==> src/rtl/alu_issue_pkg.sv <==
// Shared definitions for the ALU issue stage: ALU op encoding, RV64I opcodes,
// funct7 values and the issue bundle handed from decode to the pipeline register.
package alu_issue_pkg;

  localparam int XLEN = 64;

  localparam logic [3:0] ALU_DIRECT = 4'b0000;
  localparam logic [3:0] ALU_ADD    = 4'b0001;
  localparam logic [3:0] ALU_SUB    = 4'b0010;
  localparam logic [3:0] ALU_AND    = 4'b0011;
  localparam logic [3:0] ALU_OR     = 4'b0100;
  localparam logic [3:0] ALU_XOR    = 4'b0101;
  localparam logic [3:0] ALU_SLL    = 4'b0110;
  localparam logic [3:0] ALU_SRL    = 4'b0111;
  localparam logic [3:0] ALU_SRA    = 4'b1000;
  localparam logic [3:0] ALU_SLT    = 4'b1001;
  localparam logic [3:0] ALU_SLTU   = 4'b1010;

  localparam logic [6:0] OPC_LUI      = 7'b0110111;
  localparam logic [6:0] OPC_AUIPC    = 7'b0010111;
  localparam logic [6:0] OPC_OP_IMM   = 7'b0010011;
  localparam logic [6:0] OPC_OP       = 7'b0110011;
  localparam logic [6:0] OPC_OP_IMM32 = 7'b0011011;
  localparam logic [6:0] OPC_OP32     = 7'b0111011;

  localparam logic [6:0] F7_BASE = 7'b0000000;
  localparam logic [6:0] F7_ALT  = 7'b0100000;

  typedef struct packed {
    logic [3:0]      alu_op;
    logic [XLEN-1:0] src1;
    logic [XLEN-1:0] src2;
    logic            word;
    logic [4:0]      rd;
    logic            rd_wen;
    logic [XLEN-1:0] pc;
    logic            illegal;
  } issue_bundle_t;

endpackage

==> src/rtl/alu_issue_if.sv <==
// Handshake and bundle signals between register-read, the issue stage and the ALU.
// The issue stage uses the slave view; the surrounding pipeline drives the master view.
interface alu_issue_if;
  import alu_issue_pkg::*;

  logic            in_valid;
  logic            in_ready;
  logic [31:0]     in_inst;
  logic [XLEN-1:0] in_pc;
  logic [XLEN-1:0] in_rs1_data;
  logic [XLEN-1:0] in_rs2_data;
  logic            flush;
  logic            out_valid;
  logic            out_ready;
  logic [3:0]      out_alu_op;
  logic [XLEN-1:0] out_src1;
  logic [XLEN-1:0] out_src2;
  logic            out_word;
  logic [4:0]      out_rd;
  logic            out_rd_wen;
  logic [XLEN-1:0] out_pc;
  logic            out_illegal;

  modport slave (
    input  in_valid, in_inst, in_pc, in_rs1_data, in_rs2_data, flush, out_ready,
    output in_ready, out_valid, out_alu_op, out_src1, out_src2, out_word,
           out_rd, out_rd_wen, out_pc, out_illegal
  );

  modport master (
    output in_valid, in_inst, in_pc, in_rs1_data, in_rs2_data, flush, out_ready,
    input  in_ready, out_valid, out_alu_op, out_src1, out_src2, out_word,
           out_rd, out_rd_wen, out_pc, out_illegal
  );

endinterface

==> src/rtl/alu_issue_dec.sv <==
// Combinational decoder: turns one RV64I integer-compute instruction plus its
// register values into an ALU bundle, including shift masking and W-variant
// operand conditioning. Unsupported encodings come out as an inert illegal bundle.
module alu_issue_dec
  import alu_issue_pkg::*;
(
  input  logic [31:0]     inst,
  input  logic [XLEN-1:0] pc,
  input  logic [XLEN-1:0] rs1_data,
  input  logic [XLEN-1:0] rs2_data,
  output issue_bundle_t   bundle
);

  logic [6:0]      opcode;
  logic [6:0]      funct7;
  logic [2:0]      funct3;
  logic [4:0]      rd;
  logic [XLEN-1:0] imm_i;
  logic [XLEN-1:0] imm_u;
  logic [XLEN-1:0] rs1_sext32;
  logic [XLEN-1:0] rs1_zext32;
  logic [XLEN-1:0] shamt6_imm;
  logic [XLEN-1:0] shamt5_imm;
  logic [XLEN-1:0] shamt6_reg;
  logic [XLEN-1:0] shamt5_reg;

  logic            legal;
  logic [3:0]      alu_op;
  logic [XLEN-1:0] src1;
  logic [XLEN-1:0] src2;
  logic            word;

  assign opcode     = inst[6:0];
  assign funct3     = inst[14:12];
  assign funct7     = inst[31:25];
  assign rd         = inst[11:7];
  assign imm_i      = {{(XLEN-12){inst[31]}}, inst[31:20]};
  assign imm_u      = {{(XLEN-32){inst[31]}}, inst[31:12], 12'b0};
  assign rs1_sext32 = {{(XLEN-32){rs1_data[31]}}, rs1_data[31:0]};
  assign rs1_zext32 = {{(XLEN-32){1'b0}}, rs1_data[31:0]};
  assign shamt6_imm = {{(XLEN-6){1'b0}}, inst[25:20]};
  assign shamt5_imm = {{(XLEN-5){1'b0}}, inst[24:20]};
  assign shamt6_reg = {{(XLEN-6){1'b0}}, rs2_data[5:0]};
  assign shamt5_reg = {{(XLEN-5){1'b0}}, rs2_data[4:0]};

  // Classify the instruction and choose the ALU op and raw operands
  always_comb begin
    legal  = 1'b0;
    alu_op = ALU_DIRECT;
    src1   = '0;
    src2   = '0;
    word   = 1'b0;
    case (opcode)
      OPC_LUI: begin
        legal  = 1'b1;
        alu_op = ALU_DIRECT;
        src2   = imm_u;
      end
      OPC_AUIPC: begin
        legal  = 1'b1;
        alu_op = ALU_ADD;
        src1   = pc;
        src2   = imm_u;
      end
      OPC_OP_IMM: begin
        legal = 1'b1;
        src1  = rs1_data;
        src2  = imm_i;
        case (funct3)
          3'b000: alu_op = ALU_ADD;
          3'b010: alu_op = ALU_SLT;
          3'b011: alu_op = ALU_SLTU;
          3'b100: alu_op = ALU_XOR;
          3'b110: alu_op = ALU_OR;
          3'b111: alu_op = ALU_AND;
          3'b001: begin
            alu_op = ALU_SLL;
            src2   = shamt6_imm;
            legal  = (inst[31:26] == 6'b000000);
          end
          default: begin
            src2 = shamt6_imm;
            if (inst[31:26] == 6'b000000) alu_op = ALU_SRL;
            else if (inst[31:26] == 6'b010000) alu_op = ALU_SRA;
            else legal = 1'b0;
          end
        endcase
      end
      OPC_OP: begin
        src1 = rs1_data;
        src2 = rs2_data;
        if (funct7 == F7_BASE) begin
          legal = 1'b1;
          case (funct3)
            3'b000: alu_op = ALU_ADD;
            3'b001: begin alu_op = ALU_SLL; src2 = shamt6_reg; end
            3'b010: alu_op = ALU_SLT;
            3'b011: alu_op = ALU_SLTU;
            3'b100: alu_op = ALU_XOR;
            3'b101: begin alu_op = ALU_SRL; src2 = shamt6_reg; end
            3'b110: alu_op = ALU_OR;
            default: alu_op = ALU_AND;
          endcase
        end else if (funct7 == F7_ALT) begin
          if (funct3 == 3'b000) begin
            legal  = 1'b1;
            alu_op = ALU_SUB;
          end else if (funct3 == 3'b101) begin
            legal  = 1'b1;
            alu_op = ALU_SRA;
            src2   = shamt6_reg;
          end
        end
      end
      OPC_OP_IMM32: begin
        word = 1'b1;
        src1 = rs1_data;
        if (funct3 == 3'b000) begin
          legal  = 1'b1;
          alu_op = ALU_ADD;
          src2   = imm_i;
        end else if (funct3 == 3'b001 && funct7 == F7_BASE) begin
          legal  = 1'b1;
          alu_op = ALU_SLL;
          src2   = shamt5_imm;
        end else if (funct3 == 3'b101 && funct7 == F7_BASE) begin
          legal  = 1'b1;
          alu_op = ALU_SRL;
          src1   = rs1_zext32;
          src2   = shamt5_imm;
        end else if (funct3 == 3'b101 && funct7 == F7_ALT) begin
          legal  = 1'b1;
          alu_op = ALU_SRA;
          src1   = rs1_sext32;
          src2   = shamt5_imm;
        end
      end
      OPC_OP32: begin
        word = 1'b1;
        src1 = rs1_data;
        src2 = rs2_data;
        if (funct7 == F7_BASE) begin
          case (funct3)
            3'b000: begin legal = 1'b1; alu_op = ALU_ADD; end
            3'b001: begin legal = 1'b1; alu_op = ALU_SLL; src2 = shamt5_reg; end
            3'b101: begin
              legal  = 1'b1;
              alu_op = ALU_SRL;
              src1   = rs1_zext32;
              src2   = shamt5_reg;
            end
            default: legal = 1'b0;
          endcase
        end else if (funct7 == F7_ALT) begin
          if (funct3 == 3'b000) begin
            legal  = 1'b1;
            alu_op = ALU_SUB;
          end else if (funct3 == 3'b101) begin
            legal  = 1'b1;
            alu_op = ALU_SRA;
            src1   = rs1_sext32;
            src2   = shamt5_reg;
          end
        end
      end
      default: legal = 1'b0;
    endcase
  end

  // Illegal encodings collapse to a harmless bundle that never writes rd
  always_comb begin
    bundle         = '0;
    bundle.alu_op  = legal ? alu_op : ALU_DIRECT;
    bundle.src1    = legal ? src1 : '0;
    bundle.src2    = legal ? src2 : '0;
    bundle.word    = legal && word;
    bundle.rd      = rd;
    bundle.rd_wen  = legal && (rd != 5'd0);
    bundle.pc      = pc;
    bundle.illegal = !legal;
  end

endmodule

==> src/rtl/alu_issue.sv <==
// Issue stage in front of the RV64 ALU: a single valid/ready register holding the
// decoded bundle, with flush discarding the held or incoming bundle.
module alu_issue
  import alu_issue_pkg::*;
(
  input  logic        clk,
  input  logic        rst_n,
  alu_issue_if.slave  io
);

  issue_bundle_t dec_bundle;
  issue_bundle_t bundle_d;
  issue_bundle_t bundle_q;
  logic          valid_d;
  logic          valid_q;
  logic          in_ready;
  logic          accept;
  logic          transfer;

  alu_issue_dec u_dec (
    .inst     (io.in_inst),
    .pc       (io.in_pc),
    .rs1_data (io.in_rs1_data),
    .rs2_data (io.in_rs2_data),
    .bundle   (dec_bundle)
  );

  assign in_ready = !valid_q || io.out_ready;
  assign accept   = io.in_valid && in_ready;
  assign transfer = valid_q && io.out_ready;

  // Next register contents: flush beats accept, accept beats a plain drain
  always_comb begin
    valid_d  = valid_q;
    bundle_d = bundle_q;
    if (io.flush) begin
      valid_d = 1'b0;
    end else if (accept) begin
      valid_d  = 1'b1;
      bundle_d = dec_bundle;
    end else if (transfer) begin
      valid_d = 1'b0;
    end
  end

  // Pipeline register with synchronous active-low reset clearing everything
  always_ff @(posedge clk) begin
    if (!rst_n) begin
      valid_q  <= 1'b0;
      bundle_q <= '0;
    end else begin
      valid_q  <= valid_d;
      bundle_q <= bundle_d;
    end
  end

  assign io.in_ready    = in_ready;
  assign io.out_valid   = valid_q;
  assign io.out_alu_op  = bundle_q.alu_op;
  assign io.out_src1    = bundle_q.src1;
  assign io.out_src2    = bundle_q.src2;
  assign io.out_word    = bundle_q.word;
  assign io.out_rd      = bundle_q.rd;
  assign io.out_rd_wen  = bundle_q.rd_wen;
  assign io.out_pc      = bundle_q.pc;
  assign io.out_illegal = bundle_q.illegal;

endmodule

==> src/flat_wrapper.sv <==
// flat-port wrapper written by rule: the top's interface ports become plain ports
module alu_issue_flat import alu_issue_pkg::*;
  (clk, rst_n, io_in_valid, io_in_inst, io_in_pc, io_in_rs1_data, io_in_rs2_data, io_flush, io_out_ready, io_in_ready, io_out_valid, io_out_alu_op, io_out_src1, io_out_src2, io_out_word, io_out_rd, io_out_rd_wen, io_out_pc, io_out_illegal);
  alu_issue_if io_i ();
  input  logic clk;
  input  logic rst_n;
  input wire logic [$bits(io_i.in_valid)-1:0] io_in_valid;
  input wire logic [$bits(io_i.in_inst)-1:0] io_in_inst;
  input wire logic [$bits(io_i.in_pc)-1:0] io_in_pc;
  input wire logic [$bits(io_i.in_rs1_data)-1:0] io_in_rs1_data;
  input wire logic [$bits(io_i.in_rs2_data)-1:0] io_in_rs2_data;
  input wire logic [$bits(io_i.flush)-1:0] io_flush;
  input wire logic [$bits(io_i.out_ready)-1:0] io_out_ready;
  output wire logic [$bits(io_i.in_ready)-1:0] io_in_ready;
  output wire logic [$bits(io_i.out_valid)-1:0] io_out_valid;
  output wire logic [$bits(io_i.out_alu_op)-1:0] io_out_alu_op;
  output wire logic [$bits(io_i.out_src1)-1:0] io_out_src1;
  output wire logic [$bits(io_i.out_src2)-1:0] io_out_src2;
  output wire logic [$bits(io_i.out_word)-1:0] io_out_word;
  output wire logic [$bits(io_i.out_rd)-1:0] io_out_rd;
  output wire logic [$bits(io_i.out_rd_wen)-1:0] io_out_rd_wen;
  output wire logic [$bits(io_i.out_pc)-1:0] io_out_pc;
  output wire logic [$bits(io_i.out_illegal)-1:0] io_out_illegal;
  assign io_i.in_valid = io_in_valid;
  assign io_i.in_inst = io_in_inst;
  assign io_i.in_pc = io_in_pc;
  assign io_i.in_rs1_data = io_in_rs1_data;
  assign io_i.in_rs2_data = io_in_rs2_data;
  assign io_i.flush = io_flush;
  assign io_i.out_ready = io_out_ready;
  assign io_in_ready = io_i.in_ready;
  assign io_out_valid = io_i.out_valid;
  assign io_out_alu_op = io_i.out_alu_op;
  assign io_out_src1 = io_i.out_src1;
  assign io_out_src2 = io_i.out_src2;
  assign io_out_word = io_i.out_word;
  assign io_out_rd = io_i.out_rd;
  assign io_out_rd_wen = io_i.out_rd_wen;
  assign io_out_pc = io_i.out_pc;
  assign io_out_illegal = io_i.out_illegal;
  alu_issue u_core (.clk(clk), .rst_n(rst_n), .io(io_i));
endmodule
==> config.mk <==
export PLATFORM = sky130hd
export DESIGN_NAME = alu_issue_flat
export DESIGN_NICKNAME = d
export VERILOG_FILES = /design/src/rtl/alu_issue_pkg.sv /design/src/rtl/alu_issue_if.sv /design/src/rtl/alu_issue_dec.sv /design/src/rtl/alu_issue.sv /design/src/flat_wrapper.sv
export SDC_FILE = /design/constraint.sdc
export NUM_CORES = 1
export LEC_CHECK = 0
export ABC_AREA = 0
export ABC_CLOCK_PERIOD_IN_PS = 3250
export CORE_AREA = 2 2 170 172
export DETAILED_ROUTE_END_ITERATION = 10
export DIE_AREA = 0 0 172 174
export SLEW_MARGIN = 0
export SYNTH_ARGS = -nofsm -noshare
export SYNTH_HDL_FRONTEND = slang
export SYNTH_SLANG_ARGS = --single-unit
==> constraint.sdc <==
create_clock -name clk -period 3.25 [get_ports clk]
set_input_delay 0.8125 -clock clk [delete_from_list [all_inputs] [get_ports clk]]
set_output_delay 0.8125 -clock clk [all_outputs]
set_load 0.005 [all_outputs]
==> metrics.txt <==
Pleak=just under 5 nW; Slew headroom=approximately 45%; Detailed Route WL=34100 microns; Ys Warns=0; Clk pwr share=about 45%; clk buf depth=3; Total GRT Usage=21.7%; setup bufs post-CTS=0; worst slew pin tran=0.825 ns; worst skew pair latency=between 0.5 and 0.6 ns; Initial Util=just under 30%; crit-path leading delay family=buffers and inverters; share of the synthesized area in the top cell type=roughly half; Finish-stage setup viols=0; Distinct cells, synth=49; FFs w/ async S/R, synth=0%; via count=a little under 9000; Hold Slack=between 0.4 and 0.5 ns; Vias per Instance=approximately 4.9; fillers=2790; crit path launch type=primary input; Fmax=between 300 and 400 MHz; largest net degree at the start of global routing=between 70 and 80; DRT iter0 DRCs=around 590; most used cell along the critical path=clkdlybuf4s50_1; Syn Inst Count=1019; nets@finish=~1700; P per Cell Area=between 400 and 500 nW/um^2; post-synthesis sequential area ratio=49.0%; io pins=around 440; status=complete, no violations; Setup WS pre-CTS=-0.0823 ns; ant diodes=0; crit path kind=in -> out; VDD IR max=~280 uV; Die Span X=between 150 and 200 microns; DRC=0; Int Pwr=~4.5 mW; cts hold-fix bufs=0; Die Area=between 20000 and 30000 sq um; Synth area leaders=dfxtp_1, nand2_1, a21boi_0, o21ai_0, o21ai_1; Critical Path RT=2.44 ns; Post-synth EDFFs=0; H-tree depth=1; initial antenna violation count=1; Sw Pwr=roughly 1.4 mW; dominant synthesized flop cell=dfxtp_1; DIE HEIGHT=174 microns; final core utilization=about 50%; Slowest cell on crit path=clkdlybuf4s50_1; clock root cell=clkbuf_16; Slew Limit Fails=0; CTS tree=built; CTS buffer count=24; Wirelength per Cell=roughly 18 microns; #FFs+latches synth=205; worst path buffer plus inverter count=3; P&R area growth vs syn=68.5%; number of global-route vias before repair=approximately 8600; Synth area leader=dfxtp_1; Max FO, Critical Path=3; Resize count post-CTS=0; core area=around 28000 sq um; MaxCap Viol Count=0; CP Capture Type=primary output; port buffer count=~430; max incr delay on CP=between 0.4 and 0.5 ns; layout cells sized above 1=~6.7%; CTS clk-pin slew, worst paths=roughly 0.060 ns; antenna viol nets, final=0; reg2reg setup slack=1.24 ns; HP Class=reg -> reg; syn_nets=between 1000 and 1500; Worst Clk Skew=between 0.007 and 0.008 ns; Mean Syn Cell Area=between 8 and 9 sq um; total chip power=roughly 5.9 mW; sequential cell fraction of total power=approximately 44%; grt ovf=0; first-pass GRT wire length=roughly 50000 microns; final worst slack=0.430 ns; fin crit share=between 80 and 90%; RSZ-0062 raised after global routing=false; min Tclk post-route=between 2 and 3 ns; Sw Share=between 20% and 30%; row count=62; synthesized area=~8400 sq um; drt pass-1 iters=6; Cell Chain, Critical Path=clkdlybuf4s50_1 > nor2b_1 > inv_1 > clkdlybuf4s50_1; DP HPWL=~24000 microns; Gate power share=a little under an eighth; CP arrival=2.01 ns; CTS sink cnt=slightly above 200; GPL Wtd Cong=0.810; Fin. Hold Viols=0
area by class of cell:
type                            instances  area (sq um)  share of cell area [%]
Clock inverter                          7          62.6                   0.444
Sequential cell                       205          4100                    29.1
Timing Repair Buffer                  485          4860                    34.5
Multi-Input combinational cell        721          3880                    27.5
Clock buffer                           35           693                    4.92
Inverter                                4          15.0                   0.107
Tap cell                              384           480                    3.41
state kept, by name, summed over array words and instances (netlist names):
signal                 flops
u_core.io.out_valid        1
u_core.io.out_illegal      1
u_core.io.out_alu_op       4
u_core.io.out_src2        64
u_core.io.out_pc          64
u_core.io.out_word         1
u_core.io.out_rd           5
u_core.io.out_src1        64
u_core.io.out_rd_wen       1
power by group through the flow:
| stage | clock network (mW) | logic, mW | registers [mW] |
|---|---|---|---|
| CTS | 2.70 | 0.687 | 2.57 |
| detailed placement | 0 | 0.684 | 2.63 |
| global placement | 0 | 0.684 | 2.63 |
| finish | 2.61 | 0.681 | 2.57 |
| global route | 2.79 | 0.733 | 2.58 |
| floorplan | 0 | 0.187 | 2.63 |
metrics by stage:
| stage | TNS (ns) | area (sq um) | std cells |
|---|---|---|---|
| after floorplan | 0 | 8370 | 1019 |
| after global placement | -0.212 | 13300 | 1799 |
| after detailed placement | -3.09 | 13300 | 1799 |
| after CTS | 0 | 14100 | 1841 |
| after global routing | 0 | 14100 | 1841 |
| final | 0 | 14100 | 1841 |
worst paths after layout:
| check | startpoint | end | depth (start not counted) |
|---|---|---|---|
| setup / recovery | io_out_ready | io_in_ready | 4 |
| hold reg to reg | u_core.io.out_src2[56]$_SDFFE_PN0P_ | u_core.io.out_src2[56]$_SDFFE_PN0P_ | 2 |
| hold / removal | u_core.io.out_src2[56]$_SDFFE_PN0P_ | u_core.io.out_src2[56]$_SDFFE_PN0P_ | 2 |
| setup reg to reg | u_core.io.out_valid$_SDFFE_PP0P_ | u_core.io.out_pc[22]$_SDFFE_PN0P_ | 6 |
per-layer routing:
layer  track usage (%)  vias to the layer above  part of all wire, %
li1                  -                     4385                    -
met1              25.3                     4121                   39
met2              37.6                      359                   48
met3              6.76                       64                  9.5
met4              7.21                        2                  3.1
met5                 0                        -                0.038
synthesized netlist by cell type (2+ instances only):
master and number:
a21boi_0 70, and2_1 2, a22oi_1 37, nor4_1 2
nand2_1 280, dfxtp_1 205, or4_1 3, buf_6 7
buf_4 3, o31ai_1 4, nor2_1 44, a21o_1 3
buf_1 9, nand3_1 7, a2bb2oi_1 32, nor2b_1 5
nand3b_1 2, a31oi_1 4, or3_1 3, o21ai_0 70
a221oi_1 19, and3_1 2, nor3b_1 2, a21oi_1 35
buf_2 8, inv_1 4, a32oi_1 6, nand2b_1 2
clkbuf_1 62, o21ai_1 66, nor3_1 3
layout by cell type, fill, tap and decap left out, types with 2 or more instances in the layout:
cell               n
clkdlybuf4s50_1  433
nand2_1          280
dfxtp_1          205
o21ai_0           70
a21boi_0          70
o21ai_1           65
nor2_1            41
buf_4             40
a22oi_1           37
a21oi_1           35
a2bb2oi_1         32
clkbuf_16         25
a221oi_1          19
buf_12            11
nand3_1            7
clkbuf_1           7
a32oi_1            6
nor2b_1            5
clkinv_2           5
inv_1              4
o31ai_1            4
a31oi_1            4
nor2_4             3
or3_1              3
nor3_1             3
or4_1              3
a21o_1             3
clkbuf_8           3
nor4_1             2
nand3b_1           2
and3_1             2
nand2b_1           2
worst register-to-register path: cells and delay by family, from the launching register on:
family	cells	cell delay, ns
buffers and inverters	2	0.77
AO/OA/AOI/OAI	1	0.22
AND/OR/NAND/NOR	3	0.53
flip-flops	1	0.41
cell families (layout without fill, tap and decap cells):
logic type / Yosys count / in the layout / synth area share [%]
AND/OR/NAND/NOR: 366 / 366 / 18.2
flip-flops: 205 / 205 / 49.0
buffers and inverters: 93 / 531 / 5.05
AO/OA/AOI/OAI: 354 / 354 / 27.6
XOR/XNOR: 1 / 1 / 0.105
(Power assumes the default switching activity.)
